$ cat config.mk
export PLATFORM = sky130hd
export DESIGN_NAME = conv_accum
export DESIGN_NICKNAME = d
export VERILOG_FILES = /design/src/rtl/conv_accum.sv
export SDC_FILE = /design/constraint.sdc
export NUM_CORES = 1
export LEC_CHECK = 0
export BUFFER_PORTS_ARGS = -buffer_cell sky130_fd_sc_hd__buf_2
export CAP_MARGIN = 20
export CORE_UTILIZATION = 60
export DETAILED_ROUTE_END_ITERATION = 6
export GPL_ROUTABILITY_DRIVEN = 0
export PLACE_DENSITY = 0.84
export SLEW_MARGIN = 20
export SYNTH_ARGS = -nofsm -noshare
export SYNTH_HDL_FRONTEND = slang
export SYNTH_SLANG_ARGS = --single-unit
$ cat constraint.sdc
create_clock -name clk -period 12 [get_ports clk]
set_input_delay 1.2 -clock clk [delete_from_list [all_inputs] [get_ports clk]]
set_output_delay 1.2 -clock clk [all_outputs]
set_load 0.01 [all_outputs]
$ cat src/rtl/conv_accum.sv
`default_nettype none
// ============================================================================
// Module   : conv_accum
// Brief    : Sequences three column selects into a 3x3 MAC stage, accumulates
//            the returned partial sums, adds bias, applies ReLU + requantise.
// Revision : 1.0 - initial release
// ============================================================================
module conv_accum #(
    parameter int PIPE_LAT = 2
) (
    input  logic               clk,
    input  logic               rst,
    input  logic               win_valid,
    output logic               win_ready,
    output logic               busy,
    output logic [1:0]         select,
    input  logic [16:0]        partial_sum,
    input  logic signed [15:0] bias,
    input  logic [3:0]         shift,
    output logic               out_valid,
    input  logic               out_ready,
    output logic [7:0]         out_data,
    output logic               out_sat,
    output logic [15:0]        win_count
);

    typedef enum logic [1:0] {
        IDLE  = 2'd0,
        ISSUE = 2'd1,
        WAIT  = 2'd2,
        OUT   = 2'd3
    } state_t;

    state_t                     r_state;
    state_t                     w_state_nxt;
    logic [1:0]                 r_issue_idx;
    logic [PIPE_LAT-1:0]        r_tag_vld;
    logic [PIPE_LAT-1:0][1:0]   r_tag_idx;
    logic [19:0]                r_acc;
    logic signed [15:0]         r_bias;
    logic [3:0]                 r_shift;

    logic                       w_sample;
    logic [1:0]                 w_sample_idx;
    logic                       w_finish;
    logic [19:0]                w_sum;
    logic signed [20:0]         w_biased;
    logic [19:0]                w_shifted;
    logic                       w_clip;

    always_ff @(posedge clk or negedge rst) begin
        if (!rst) r_state <= IDLE;
        else      r_state <= w_state_nxt;
    end

    always_comb begin
        w_state_nxt = r_state;
        win_ready   = 1'b0;
        busy        = 1'b0;
        select      = 2'd0;
        out_valid   = 1'b0;
        case (r_state)
            IDLE: begin
                win_ready = 1'b1;
                if (win_valid) w_state_nxt = ISSUE;
            end
            ISSUE: begin
                busy   = 1'b1;
                select = r_issue_idx;
                if (r_issue_idx == 2'd2) w_state_nxt = WAIT;
            end
            WAIT: begin
                busy = 1'b1;
                if (w_finish) w_state_nxt = OUT;
            end
            OUT: begin
                out_valid = 1'b1;
                if (out_ready) w_state_nxt = IDLE;
            end
            default: w_state_nxt = IDLE;
        endcase
    end

    always_ff @(posedge clk or negedge rst) begin
        if (!rst)                  r_issue_idx <= 2'd0;
        else if (r_state == ISSUE) r_issue_idx <= r_issue_idx + 2'd1;
        else                       r_issue_idx <= 2'd0;
    end

    // Each issued select travels with its index; the tail marks the matching sample.
    always_ff @(posedge clk or negedge rst) begin
        if (!rst) begin
            r_tag_vld[0] <= 1'b0;
            r_tag_idx[0] <= 2'd0;
        end else begin
            r_tag_vld[0] <= (r_state == ISSUE);
            r_tag_idx[0] <= select;
        end
    end

    generate
        for (genvar i = 1; i < PIPE_LAT; i++) begin : g_tag
            always_ff @(posedge clk or negedge rst) begin
                if (!rst) begin
                    r_tag_vld[i] <= 1'b0;
                    r_tag_idx[i] <= 2'd0;
                end else begin
                    r_tag_vld[i] <= r_tag_vld[i-1];
                    r_tag_idx[i] <= r_tag_idx[i-1];
                end
            end
        end
    endgenerate

    assign w_sample     = r_tag_vld[PIPE_LAT-1];
    assign w_sample_idx = r_tag_idx[PIPE_LAT-1];
    assign w_finish     = w_sample && (w_sample_idx == 2'd2) && (r_state == WAIT);

    assign w_sum     = r_acc + {3'd0, partial_sum};
    assign w_biased  = $signed({1'b0, w_sum}) + $signed({{5{r_bias[15]}}, r_bias});
    assign w_shifted = w_biased[19:0] >> r_shift;
    assign w_clip    = |w_shifted[19:8];

    always_ff @(posedge clk or negedge rst) begin
        if (!rst) begin
            r_acc     <= 20'd0;
            r_bias    <= 16'sd0;
            r_shift   <= 4'd0;
            out_data  <= 8'd0;
            out_sat   <= 1'b0;
            win_count <= 16'd0;
        end else begin
            if (r_state == IDLE && win_valid) begin
                r_bias  <= bias;
                r_shift <= shift;
            end
            if (w_sample) begin
                if (w_sample_idx == 2'd0) r_acc <= {3'd0, partial_sum};
                else                      r_acc <= w_sum;
            end
            // Negative pre-activation values clamp to zero without flagging saturation.
            if (w_finish) begin
                if (w_biased[20]) begin
                    out_data <= 8'd0;
                    out_sat  <= 1'b0;
                end else begin
                    out_data <= w_clip ? 8'hFF : w_shifted[7:0];
                    out_sat  <= w_clip;
                end
            end
            if (r_state == OUT && out_ready) win_count <= win_count + 16'd1;
        end
    end

endmodule
`default_nettype wire
After elaboration in Yosys (flattened, before gate mapping)
Index checks and enable logic that the tools add are counted.
W data, S select, Z words.
Cells by class
  $add $sub $neg: 4
  equal/unequal tests: 9
  shift-type cells: 1
  multiplexer cells: 14
  reduce and logical (&&, ||, !) cells: 9
Operator list (number)
  $add A21 B16 Y21: 1
  $add A20 B17 Y20: 1
  $mux W20: 1
  $shr A20 B4 Y20: 1
  $add A16 B1 Y16 const B: 1
  $mux W8: 2
  $mux W2: 6
  $reduce_or A12 Y1: 1
  $eq A2 B2 Y1 const B: 4
  $ne A2 B2 Y1 const B: 4
  $pmux W2 S4: 1
  $logic_and A1 B1 Y1: 4
  $logic_not A2 Y1: 2
  $mux W1: 4
  $reduce_and A4 Y1: 1
  $add A2 B1 Y2 const B: 1
  $eq A2 B1 Y1 const B: 1
  $reduce_or A2 Y1: 1
Word-level totals
  register bits after elaboration: 75
  output and inout bits: 30
  word-level logic and storage cells: 49

Depth between registers and ports, before layout
  depth in word-level cells: 6
  gate-level depth with buffers: 22
  depth with buffers taken out: 21

Worst setup path before layout
No wires, ideal clock.
  path type: input to register
  start: input port partial_sum[0]
  end: register out_data[5]
  arrival time: 5618 ps
  data required time: 11849 ps
  setup slack: 6231 ps
  stages on the path: 22
  path buffers: 1
  cells stage by stage: ha_1 > fa_1 > a21o_1 > a21oi_1 > o21ai_0 > nand4_1 > a31oi_1 > a41oi_1 > a21oi_1 > xor2_1 > ha_1 > clkbuf_1 > nand2_1 > o21bai_1 > o22ai_1 > a31oi_1 > xnor2_1 > a21oi_1 > a221o_1 > o311a_1 > a2111oi_4 > nand3_1
Between the ends
  word-level cells in the longest chain between the ends: 6
Ends and longest elaborated chain
  start, declared: RTL line 17  | input logic [16:0] partial_sum,
  $add A20 B17 Y20 *: RTL line 119  | assign w_sum = r_acc + {3'd0, partial_sum};
  $add A21 B16 Y21 *: RTL line 120  | assign w_biased = $signed({1'b0, w_sum}) + $signed({{5{r_bias[15]}}, r_bias});
  $shr A20 B4 Y20: RTL line 121  | assign w_shifted = w_biased[19:0] >> r_shift;
  $reduce_or A12 Y1: RTL line 122  | assign w_clip = |w_shifted[19:8];
  $mux W8: RTL line 147  | out_data <= w_clip ? 8'hFF : w_shifted[7:0];
  $mux W8 *: RTL line 143  | if (w_biased[20]) begin
  end signal, assigned: RTL line 147
  end, declared: RTL line 22  | output logic [7:0] out_data,
Mark *: on every way between the ends. The rest lies on a longest branch, timed or not.
A chain may end at the register's enable or synchronous reset.

Final worst setup path
Ends and elaborated chain as after synthesis.

==> results.toml <==
[status]
status = "finished with violations"
violations = "design-rule violations"

[sta]
fin_crit_ns = 6.21
hold_viol_final = 0
slew_headroom_pct = 26.9
min_period_over_period_pct = 51.7
tightest_slew_ns = 1.09
report.final.setup_viol = 0
rsz0062_at_grt = "false"
fin_skew_ns = 0.00881
finalSetupTns_ns = 0
slew_viol_final = 0
max_freq_mhz = 161
fin_hold_ws_ns = 0.354
setup_slack_ns = 5.79

[critical_path]
crit_path_end_kind = "flop"
crit_arrival_ns = 6.41
required_ns = 12.20
path_class = "input port to flop"
crit_chain = "buf_2 > ha_1 > fa_1 > a21o_1 > a21oi_1 > o21ai_0 > nand4_1 > a31oi_1 > a41oi_1 > a21oi_1 > xor2_1 > ha_1 > a21oi_1 > a211o_1 > nand4_1 > a211o_1 > a221o_1 > o311a_1 > a2111oi_4 > nand3_1"
crit_family = "compound AO/OA/AOI/OAI gates"
critPathLaunchType = "input port"
slowest_stage = "a2111oi_4"
cp_common_cell = "a21oi_1"
cpPeakStageDelay_ns = 0.44
critPathMaxFanout = 12
worst-path-buf-inv = 1

[cts]
cts_max_level = 3
cts_root_buffer = "clkbuf_8"
post_cts_buffers = 0
clk_latency_ns = 0.35
cts_made_buffers = 9
clk_path_buf_depth = 2
cts_resized = 0
cts_tree = "done"
cts_sinks = 75
clk_pin_slew_ns = 0.08
postCtsHoldBufs = 0

[global_route]
antenna_found_initial = 0
grt_pass1_wl_mm = 23.7
grt_max_degree = 76
grt_pass1_vias = 5066
grtUsageTotal_pct = 29.0
overflow = 0

[run]
maxCapViolations = 0

[final_layout]
drive_above_1_share_pct = 17.7
fin_util_pct = 69.3
n_antenna_cell = 0
syn_to_final_growth_pct = 9.69
fillers = 724
nets = 799

[route]
drt_pass1_iterations = 7
vias = 5353
wl_per_cell_um = 17.2
drtIter0Drc = 301
wl_mm = 14.6
viasPerCell = 6.33
drcViolationCount = 1
ant_nets = 0

[die]
initial_core_util_pct = 63.2
num_io_pins = 71
dieWidth_um = 102
dieHeight_um = 102
coreArea_um2 = 9420
placementRows = 35
dieArea_um2 = 10300

[pwr]
p_int_w = 0.000394
switching_share_pct = 31.1
p_seq_share_pct = 44.4
p_comb_share_pct = 20.1
p_leak_nw = 3.12
power_density_nw_per_um2 = 87.6
clkPwrFrac_pct = 35.4
max-vdd-ir-drop_mv = 0.0707
switching_power_w = 0.000178

[worst_hold_path]
hold_class = "flop to flop"

[synth]
yosysWarnings = 0
dominantRegCellSynth = "dfrtp_1"
synth_edf_count = 0
yosys.area.top_type_share_pct = 31.5
ys_top_cells_by_area = "dfrtp_1 32%, ha_1 9.0%, mux2i_1 5.9%"
synthArstFlopShare_pct = 100
ys_types = 72
avgSynthCellArea_um2 = 9.02
yosysSeqAreaShare_pct = 31.5
syn_inst = 660
synth_nets = 746
synth_area_um2 = 5950
ys_seq_elements = 75
yosys.area.top_type = "dfrtp_1"

[placed_design]
dp_hpwl_mm = 10.6
port_buffers = 70
pre_cts_slack_ns = 5.55
## worst reg2reg max path: cells and delay by family, from the launching register on
family	cells	cell delay, ns
AO/OA/AOI/OAI	12	3.44
XOR/XNOR	1	0.18
flip-flops	1	0.40
adder cells (fa/ha/maj)	3	1.06
AND/OR/NAND/NOR	3	0.42
## per-stage QoR
step | std cells | total power (W) | instance area (um^2)
floorplan | 660 | 0.000340 | 5950
global placement | 831 | 0.000367 | 6340
detailed placement | 831 | 0.000372 | 6340
CTS | 846 | 0.000571 | 6530
global route | 846 | 0.000594 | 6530
finish | 846 | 0.000572 | 6530
## power by group through the flow
stage	clock [W]	combinational (W)	sequential, W
6_report	0.000203	0.000115	0.000254
5_1_grt	0.000213	0.000127	0.000254
4_1_cts	0.000204	0.000113	0.000254
3_5_place_dp	0	0.000112	0.000259
3_3_place_gp	0	0.000108	0.000259
2_1_floorplan	0	0.0000797	0.000260
## registers in the layout (all words and copies together) (netlist names), 4 cells and up
register / flops
win_count: 16
out_data: 8
r_acc: 20
r_shift: 4
r_bias: 16
## logic make-up after synthesis
group	after synthesis	share of synthesized area, %
and+or+nand+nor	196	15.5
AOI/OAI and AO/OA	182	20.9
DFF	75	31.5
muxes	62	11.4
xor gates and xnor gates	50	7.36
buffers and inverters	50	3.64
adders and majority gates	45	9.71
## area by class of cell
type	instances	area [um^2]	share of cell area (%)
Multi-Input combinational cell	535	3860	59.1
Timing Repair Buffer	72	368	5.63
Sequential cell	75	1880	28.7
Clock buffer	9	124	1.90
Inverter	20	75.1	1.15
Tap cell	129	161	2.47
Clock inverter	6	65.1	0.997
## cell usage after synthesis, types with 7 or more instances
master,n
a211oi_1,15
a21o_1,11
a21oi_1,59
a31oi_1,9
and2_1,8
buf_2,7
clkbuf_1,15
dfrtp_1,75
ha_1,43
inv_1,19
mux2_2,25
mux2i_1,35
nand2_1,57
nand3_1,18
nor2_1,53
nor2b_1,7
nor3_1,17
o211ai_1,9
o21ai_0,24
xnor2_1,38
xor2_1,12
## path summary, 6_finish.rpt
path	slack [ns]	cells past startpoint	from	endpoint
max	5.79	20	partial_sum[0]	out_data[5]$_DFFE_PN0P_
min	0.35	0	r_tag_vld[0]$_DFF_PN0_	w_sample$_DFF_PN0_
max reg2reg	6.36	19	r_acc[0]$_DFFE_PN0P_	out_data[5]$_DFFE_PN0P_
min reg2reg	0.35	0	r_tag_vld[0]$_DFF_PN0_	w_sample$_DFF_PN0_
max in group asynchronous	10.38	1	rst	r_bias[15]$_DFFE_PN0P_
min in group asynchronous	0.96	1	rst	r_bias[14]$_DFFE_PN0P_
## layer usage
layer	GRT usage [%]	vias to the layer above	wire length, um
li1	-	2539	-
met1	38.1	2544	6280
met2	47.5	227	6890
met3	5.18	43	914
met4	11.6	0	462
met5	0	-	0
## cells in the final DEF, fill, tap and decap left out, types with 6 or more instances in the layout
| cell type | netlist | layout |
|---|---|---|
| dfrtp_1 | 75 | 75 |
| buf_2 | 7 | 69 |
| a21oi_1 | 59 | 59 |
| nand2_1 | 57 | 57 |
| nor2_1 | 53 | 53 |
| ha_1 | 43 | 43 |
| xnor2_1 | 38 | 38 |
| mux2i_1 | 35 | 35 |
| mux2_2 | 25 | 25 |
| o21ai_0 | 24 | 24 |
| inv_1 | 19 | 19 |
| nand3_1 | 18 | 18 |
| nor3_1 | 17 | 17 |
| a211oi_1 | 15 | 15 |
| xor2_1 | 12 | 12 |
| a21o_1 | 11 | 11 |
| a31oi_1 | 9 | 9 |
| o211ai_1 | 9 | 9 |
| clkbuf_8 | 0 | 9 |
| and2_1 | 8 | 8 |
| nor2b_1 | 7 | 7 |
| nand4_1 | 6 | 6 |
| and3_1 | 6 | 6 |
No activity file was read; power rests on OpenSTA's default activity.
